## src/rtl/sd_cmd_scheduler.sv

```systemverilog
// Round-robin owner of the SD CMD line: two requesters, transmitter handshake, NCR timeout, retry.
// Optional build macro SD_CMD_SCHED_STATS_EN adds saturating retry/timeout statistics outputs.
module sd_cmd_scheduler #(
    parameter int NCR_MAX   = 64,
    parameter int NRC_GAP   = 8,
    parameter int MAX_RETRY = 3
) (
    input  logic        clk,
    input  logic        rst,
    input  logic [1:0]  req,
    input  logic [11:0] req_cmd_id,
    input  logic [63:0] req_arg,
    input  logic [1:0]  req_rsp,
    output logic [1:0]  done,
    output logic [1:0]  err,
    output logic        busy,
    output logic        snd_en,
    output logic [5:0]  snd_cmd_id,
    output logic [7:0]  snd_arg1,
    output logic [7:0]  snd_arg2,
    output logic [7:0]  snd_arg3,
    output logic [7:0]  snd_arg4,
    input  logic        snd_done,
    output logic        rsp_en,
    input  logic        rsp_done,
    input  logic        rsp_crc_err
`ifdef SD_CMD_SCHED_STATS_EN
    ,
    output logic [15:0] stat_retries,
    output logic [15:0] stat_timeouts
`endif
);

    localparam int NCR_W   = $clog2(NCR_MAX) + 1;
    localparam int GAP_W   = $clog2(NRC_GAP + 1);
    localparam int RETRY_W = $clog2(MAX_RETRY + 1) + 1;

    localparam logic [NCR_W-1:0]   NCR_LAST  = NCR_W'(NCR_MAX - 1);
    localparam logic [GAP_W-1:0]   GAP_LAST  = GAP_W'(NRC_GAP - 1);
    localparam logic [RETRY_W-1:0] RETRY_LIM = RETRY_W'(MAX_RETRY);

    typedef enum logic [2:0] {
        IDLE,
        SEND,
        RELEASE,
        WAIT_RSP,
        GAP,
        FINISH
    } state_t;

    state_t             state;
    logic               grant;
    logic               rr_last;
    logic               rsp_l;
    logic               status_ok;
    logic [RETRY_W-1:0] attempt;
    logic [NCR_W-1:0]   ncr_cnt;
    logic [GAP_W-1:0]   gap_cnt;

    logic               pick;
    logic [5:0]         pick_id;
    logic [31:0]        pick_arg;

    // On a tie the requester that did not finish last wins.
    always_comb begin
        pick = 1'b0;
        if (req == 2'b11) pick = ~rr_last;
        else              pick = req[1];
        pick_id  = pick ? req_cmd_id[11:6] : req_cmd_id[5:0];
        pick_arg = pick ? req_arg[63:32]   : req_arg[31:0];
    end

    assign busy = (state != IDLE);

    always_ff @(posedge clk) begin
        if (rst) begin
            state      <= IDLE;
            grant      <= 1'b0;
            rr_last    <= 1'b1;
            rsp_l      <= 1'b0;
            status_ok  <= 1'b0;
            attempt    <= '0;
            ncr_cnt    <= '0;
            gap_cnt    <= '0;
            done       <= 2'b00;
            err        <= 2'b00;
            snd_en     <= 1'b0;
            rsp_en     <= 1'b0;
            snd_cmd_id <= 6'd0;
            snd_arg1   <= 8'd0;
            snd_arg2   <= 8'd0;
            snd_arg3   <= 8'd0;
            snd_arg4   <= 8'd0;
`ifdef SD_CMD_SCHED_STATS_EN
            stat_retries  <= 16'd0;
            stat_timeouts <= 16'd0;
`endif
        end else begin
            done <= 2'b00;
            err  <= 2'b00;
            case (state)
                IDLE: begin
                    if (req != 2'b00) begin
                        grant      <= pick;
                        snd_cmd_id <= pick_id;
                        snd_arg1   <= pick_arg[31:24];
                        snd_arg2   <= pick_arg[23:16];
                        snd_arg3   <= pick_arg[15:8];
                        snd_arg4   <= pick_arg[7:0];
                        rsp_l      <= pick ? req_rsp[1] : req_rsp[0];
                        attempt    <= '0;
                        snd_en     <= 1'b1;
                        state      <= SEND;
                    end
                end
                SEND: begin
                    if (snd_done) begin
                        snd_en <= 1'b0;
                        rsp_en <= rsp_l;
                        state  <= RELEASE;
                    end
                end
                RELEASE: begin
                    if (!snd_done) begin
                        if (rsp_l) begin
                            ncr_cnt <= '0;
                            state   <= WAIT_RSP;
                        end else begin
                            status_ok <= 1'b1;
                            gap_cnt   <= '0;
                            state     <= GAP;
                        end
                    end
                end
                WAIT_RSP: begin
                    // A response landing on the timeout clock still counts.
                    if (rsp_done) begin
                        status_ok <= ~rsp_crc_err;
                        rsp_en    <= 1'b0;
                        gap_cnt   <= '0;
                        state     <= GAP;
                    end else if (ncr_cnt == NCR_LAST) begin
                        status_ok <= 1'b0;
                        rsp_en    <= 1'b0;
                        gap_cnt   <= '0;
                        state     <= GAP;
`ifdef SD_CMD_SCHED_STATS_EN
                        if (stat_timeouts != 16'hFFFF) stat_timeouts <= stat_timeouts + 16'd1;
`endif
                    end else if (ncr_cnt != '1) begin
                        ncr_cnt <= ncr_cnt + 1'b1;
                    end
                end
                GAP: begin
                    if (gap_cnt == GAP_LAST) begin
                        gap_cnt <= '0;
                        if (status_ok) begin
                            done  <= grant ? 2'b10 : 2'b01;
                            state <= FINISH;
                        end else if (attempt < RETRY_LIM) begin
                            attempt <= attempt + 1'b1;
                            snd_en  <= 1'b1;
                            state   <= SEND;
`ifdef SD_CMD_SCHED_STATS_EN
                            if (stat_retries != 16'hFFFF) stat_retries <= stat_retries + 16'd1;
`endif
                        end else begin
                            done  <= grant ? 2'b10 : 2'b01;
                            err   <= grant ? 2'b10 : 2'b01;
                            state <= FINISH;
                        end
                    end else begin
                        gap_cnt <= gap_cnt + 1'b1;
                    end
                end
                FINISH: begin
                    rr_last <= grant;
                    state   <= IDLE;
                end
                default: state <= IDLE;
            endcase
        end
    end

endmodule

```

## config.mk

```make
export PLATFORM = sky130hd
export DESIGN_NAME = sd_cmd_scheduler
export DESIGN_NICKNAME = d
export VERILOG_FILES = /design/src/rtl/sd_cmd_scheduler.sv
export SDC_FILE = /design/constraint.sdc
export NUM_CORES = 1
export LEC_CHECK = 0
export ABC_AREA = 1
export CORE_AREA = 10 10 93 95
export DETAILED_ROUTE_END_ITERATION = 12
export DIE_AREA = 0 0 103 105
export GPL_TIMING_DRIVEN = 0
export PLACE_DENSITY = 0.9
export SLEW_MARGIN = 20
export SYNTH_ARGS = -nofsm -noshare
export SYNTH_HDL_FRONTEND = slang
export SYNTH_SLANG_ARGS = --single-unit
```

## constraint.sdc

```tcl
create_clock -name clk -period 2.8 [get_ports clk]
set_input_delay 0.56 -clock clk [delete_from_list [all_inputs] [get_ports clk]]
set_output_delay 0.56 -clock clk [all_outputs]
set_load 0.05 [all_outputs]
```

# --- After elaboration in Yosys (flattened, before gate mapping) ---
# Index checks and enable logic that the tools add are counted.
totals:
  in_bits: 85
  regBits: 65
  elab_cells: 112
  output_inout_bits: 45
classes:
  n_reduce_logical: 18
  n_mux: 48
  order_cmp: 1
  eq_ne: 21
  n_bitwise: 4
  add_sub_neg: 3
op_table:
  columns: ["operator", "n"]
  rows:
  - ["3-bit two-way mux", 13]
  - ["7-bit two-way mux", 5]
  - ["32-bit two-way mux", 1]
  - ["2-bit != test (second input constant)", 11]
  - ["4-bit two-way mux", 5]
  - ["3-bit case mux with 5 select lines", 1]
  - ["7-bit case mux with 2 select lines", 1]
  - ["1-bit two-way mux", 13]
  - ["4-bit case mux with 3 select lines", 1]
  - ["6-bit AND reduction", 2]
  - ["5-bit AND reduction", 2]
  - ["3-bit nonzero test", 3]
  - ["4-bit AND reduction", 2]
  - ["2-bit nonzero test", 4]
  - ["7-bit by 1-bit adder with 7-bit output (second input constant)", 1]
  - ["7-bit by 6-bit equality test with 1-bit output (second input constant)", 1]
  - ["7-bit != test (second input constant)", 1]
  - ["3-bit by 2-bit equality test with 1-bit output (second input constant)", 2]
  - ["3-bit equality test (second input constant)", 2]
  - ["2-bit two-way mux", 3]
  - ["6-bit two-way mux", 1]
  - ["3-bit case mux with 2 select lines", 1]
  - ["4-bit by 1-bit adder with 4-bit output (second input constant)", 1]
  - ["4-bit by 3-bit equality test with 1-bit output (second input constant)", 1]
  - ["other kinds (13)", 17]

# --- Logic depth before layout (Yosys ltp) ---
depth:
  word_depth: 5
  depth_mapped: 10
  mapped_depth_nobuf: 10

# --- Worst setup path after synthesis ---
# Ideal clock, no wire load.
synth_timing:
  kind: "input to register"
  start: "input req[0]"
  end: "register snd_arg3[0]"
  required_ns: 2.730
  setup_slack_ns: 1.321
  path_stages: 7
  n_path_buf: 2
  setup_time_ns: 0.070
  t_arrival_ns: 1.409
  cell_sequence: "nand2_1 -> nand2_1 -> inv_1 -> buf_2 -> clkbuf_1 -> nand2_1 -> a21oi_1"
synth_via:
  elab_chain_len: 3
  elab_cells_between_ends: 5
  cone_classes: "1 x eq/ne; 2 x mux; 2 x reduce/logical"
synth_lines:
  columns: ["item", "line", "text"]
  rows:
  - ["start: declaration", "10", "input logic [1:0] req,"]
  - ["2-bit equality test", "67", "if (req == 2'b11) pick = ~rr_last;"]
  - ["1-bit two-way mux", "67", null]
  - ["32-bit two-way mux", "70", "pick_arg = pick ? req_arg[63:32] : req_arg[31:0];"]
  - ["end signal: assignment", "108", "snd_arg3 <= pick_arg[15:8];"]
  - ["end: declaration", "21", "output logic [7:0] snd_arg3,"]
# Several ways; a longest one is shown, not always the timed one.
# A chain may end at the register's enable or synchronous reset.

# --- Final worst setup path ---
layout_timing:
  start: "register state[2]"
  end: "output busy"
layout_via:
  elab_chain_len: 1
layout_lines:
  columns: ["item", "line", "text"]
  rows:
  - ["start: declaration", "51", "state_t state;"]
  - ["start signal: assignment", "77", "state <= IDLE;"]
  - ["start signal: assignment", "113", "state <= SEND;"]
  - ["start signal: assignment", "120", "state <= RELEASE;"]
  - ["3-bit nonzero test", "73", "assign busy = (state != IDLE);"]
  - ["end: declaration", "16", "output logic busy,"]
# Every way passes these cells.

==> metrics.md <==
| Metric | Value |
|---|---|
| Max FO, Critical Path | 5 |
| Leakage | 1.90 nW |
| Layout fillers | 541 |
| Synth Register Bits | 65 |
| 1st-pass router iterations | 5 |
| Synth warnings | 0 |
| Final setup vio count | 0 |
| Final max-slew violation count | 0 |
| Worst hold path type | reg2reg |
| Sequential-to-total area share from yosys stat | 42.4% |
| Max transition margin | 60.1% |
| Cell count after synthesis | 442 |
| Largest net degree at the start of global routing | 12 |
| Synth unique cells | 28 |
| Final period util | 87.3% |
| Antenna fix cells | 0 |
| Setup CP Type | reg2out |
| Clock root buffer | clkbuf_8 |
| Worst EP required | 2240 ps |
| Synth top area share | 42.4% |
| Placed cell areas | 0.00446 mm2 |
| Hold_buf cts | 0 |
| 1st-iter DRT viols | 173 |
| Bufs on Longest Clock Path | 2 |
| Layout area overhead | 53.3% |
| Antenna violations before repair | 0 |
| Worst setup EP type | primary output |
| Worst path arrival time | 1890 ps |
| Worst VDD drop | 0.000673 V |
| Via Count | 3547 |
| Worst Tran Pin Value | 596 ps |
| Die height | 105 um |
| CTS resizes | 0 |
| Row cnt | 30 |
| Initial core utilization | 45.4% |
| CTS tree | built |
| Overflow after GRT | 0 |
| Fin Setup TNS | 0 ps |
| Placeable Area | 0.00676 mm2 |
| Power consumption | 5.09 mW |
| HPWL Detailed | 8.29 mm |
| DRC viols | 0 |
| Post-Syn Area | 0.00307 mm2 |
| First-pass GRT wire length | 17.0 mm |
| Final Instance Area | 0.00471 mm2 |
| Share of cells above drive strength 1 | 7.33% |
| WL per Instance | 16.0 um |
| Util after Layout | 69.6% |
| Die Area | 0.0108 mm2 |
| Number of CTS-inserted buffers | 9 |
| Power Dens Cells | 1080 mW/mm2 |
| Skew final | 8.40 ps |
| Post-synthesis area per instance | 6.95 um2 |
| Setup crit start kind | register |
| Sink Count | 65 |
| Vias in the first global route | 3563 |
| Total nets after synthesis | 530 |
| Clk_lat worst skew | 340 ps |
| Minimum clock period | 2450 ps |
| Post-DRT Antenna Nets | 0 |
| Placement Setup Slack | 553 ps |
| Final hold vios | 0 |
| Fmax | 0.409 GHz |
| Fin nets | 670 |
| Die width | 103 um |
| Commonest non-fill, non-tap cell in the layout | clkdlybuf4s50_1 |
| GPL Wtd Cong | 0.875 |
| Clk pin slew, worst setup/hold paths | 70 ps |
| Vias/cell | 5.32 |
| Postcts setup bufs | 0 |
| RSZ-0062 raised after global routing | false |
| Synth area leaders | dfxtp_1, a21oi_1, nand2_1 |
| IO Pins | 130 |
| Max-cap violations | 0 |
| Status | finished clean |
| Post-route setup slack | 355 ps |
| Port bufs | 129 |
| Post-synth top area cell | dfxtp_1 |
| Routed WL | 10.6 mm |
| Most frequent cells in the layout | clkdlybuf4s50_1, nand2_1, a21oi_1 |
| Gr usage total | 19.6% |
| H-tree depth | 3 |
| Seq. cell area | 0.00130 mm2 |
| Multi-input logic area | 0.00151 mm2 |
routing by layer:
metal	up-vias	global-route usage [%]	part of all wire [%]
met5	-	0	0
met4	0	7.36	2.1
met3	21	10.2	11
met2	149	32.1	48
met1	1638	20.7	39
li1	1739	-	-
stage by stage:
| stage | cells | hold WS [ps] |
|---|---|---|
| after floorplan | 442 | 413 |
| after global placement | 651 | 426 |
| after detailed placement | 651 | 431 |
| after CTS | 667 | 440 |
| after global routing | 667 | 456 |
| final | 667 | 441 |
state kept, by name, indices dropped and copies added, names as in the netlist:
| signal | flops |
|---|---|
| ncr_cnt | 7 |
| snd_cmd_id | 6 |
| snd_en | 1 |
| done | 2 |
| state | 3 |
| attempt | 3 |
| snd_arg2 | 8 |
| rsp_l | 1 |
| snd_arg4 | 8 |
| snd_arg3 | 8 |
| grant | 1 |
| gap_cnt | 4 |
| err | 2 |
| rsp_en | 1 |
| rr_last | 1 |
| snd_arg1 | 8 |
| status_ok | 1 |
final timing paths:
| kind | startpoint | end | slack, ps | depth (start not counted) |
|---|---|---|---|---|
| worst max register to register | ncr_cnt[0] | ncr_cnt[5] | 1120 | 7 |
| worst max-delay path | state[2] | busy | 350 | 3 |
| worst min register to register | grant | done[0] | 440 | 1 |
| worst min-delay path | grant | done[0] | 440 | 1 |
layout make-up:
type,instances,share of cell area (%)
clock inverters,5,2.18
well taps,80,2.13
clock buffers,11,3.00
plain buffers,24,2.63
flip-flops and latches,65,27.7
repair buffers,129,27.4
inverters,36,2.87
multi-input cells,317,32.1
power by group:
part,switching [mW],internal (mW),total [mW],leakage (nW)
combinational,1.81,0.911,2.72,1.25
clock,0.370,0.615,0.985,0.120
sequential,0.165,1.21,1.38,0.535
total,2.35,2.74,5.09,1.90
cell usage after synthesis:
cell      instances
nand2_2           4
o311ai_0          1
nor2_1           41
nor2_2            1
inv_1            32
nand3b_1          2
a21oi_1          90
nor2_4            3
buf_4             3
or2_2             2
buf_2             6
o21ai_0          46
clkbuf_1         12
nand3_1          11
o21bai_1          1
ha_1              3
dfxtp_1          65
nand3_2           1
nor3_1            1
o21ai_2           2
buf_1             1
buf_6             2
o21ai_1           1
xnor2_1           1
inv_2             4
nand4_1          10
o32ai_1           1
nand2_1          95
worst max-delay path, cell delays in order (launching register included):
cell	delay [ps]
dfxtp_1	470
inv_2	110
nand2_2	150
clkdlybuf4s50_1	830
logic make-up after synthesis:
group	count (synthesis)	synth area share [%]
flip-flops	65	42.4
adder cells (fa/ha/maj)	3	1.22
XOR/XNOR	1	0.285
AND/OR/NAND/NOR	171	24.0
buffers and inverters	60	8.43
AO/OA/AOI/OAI	142	23.7
No activity file was read; power rests on OpenSTA's default activity.
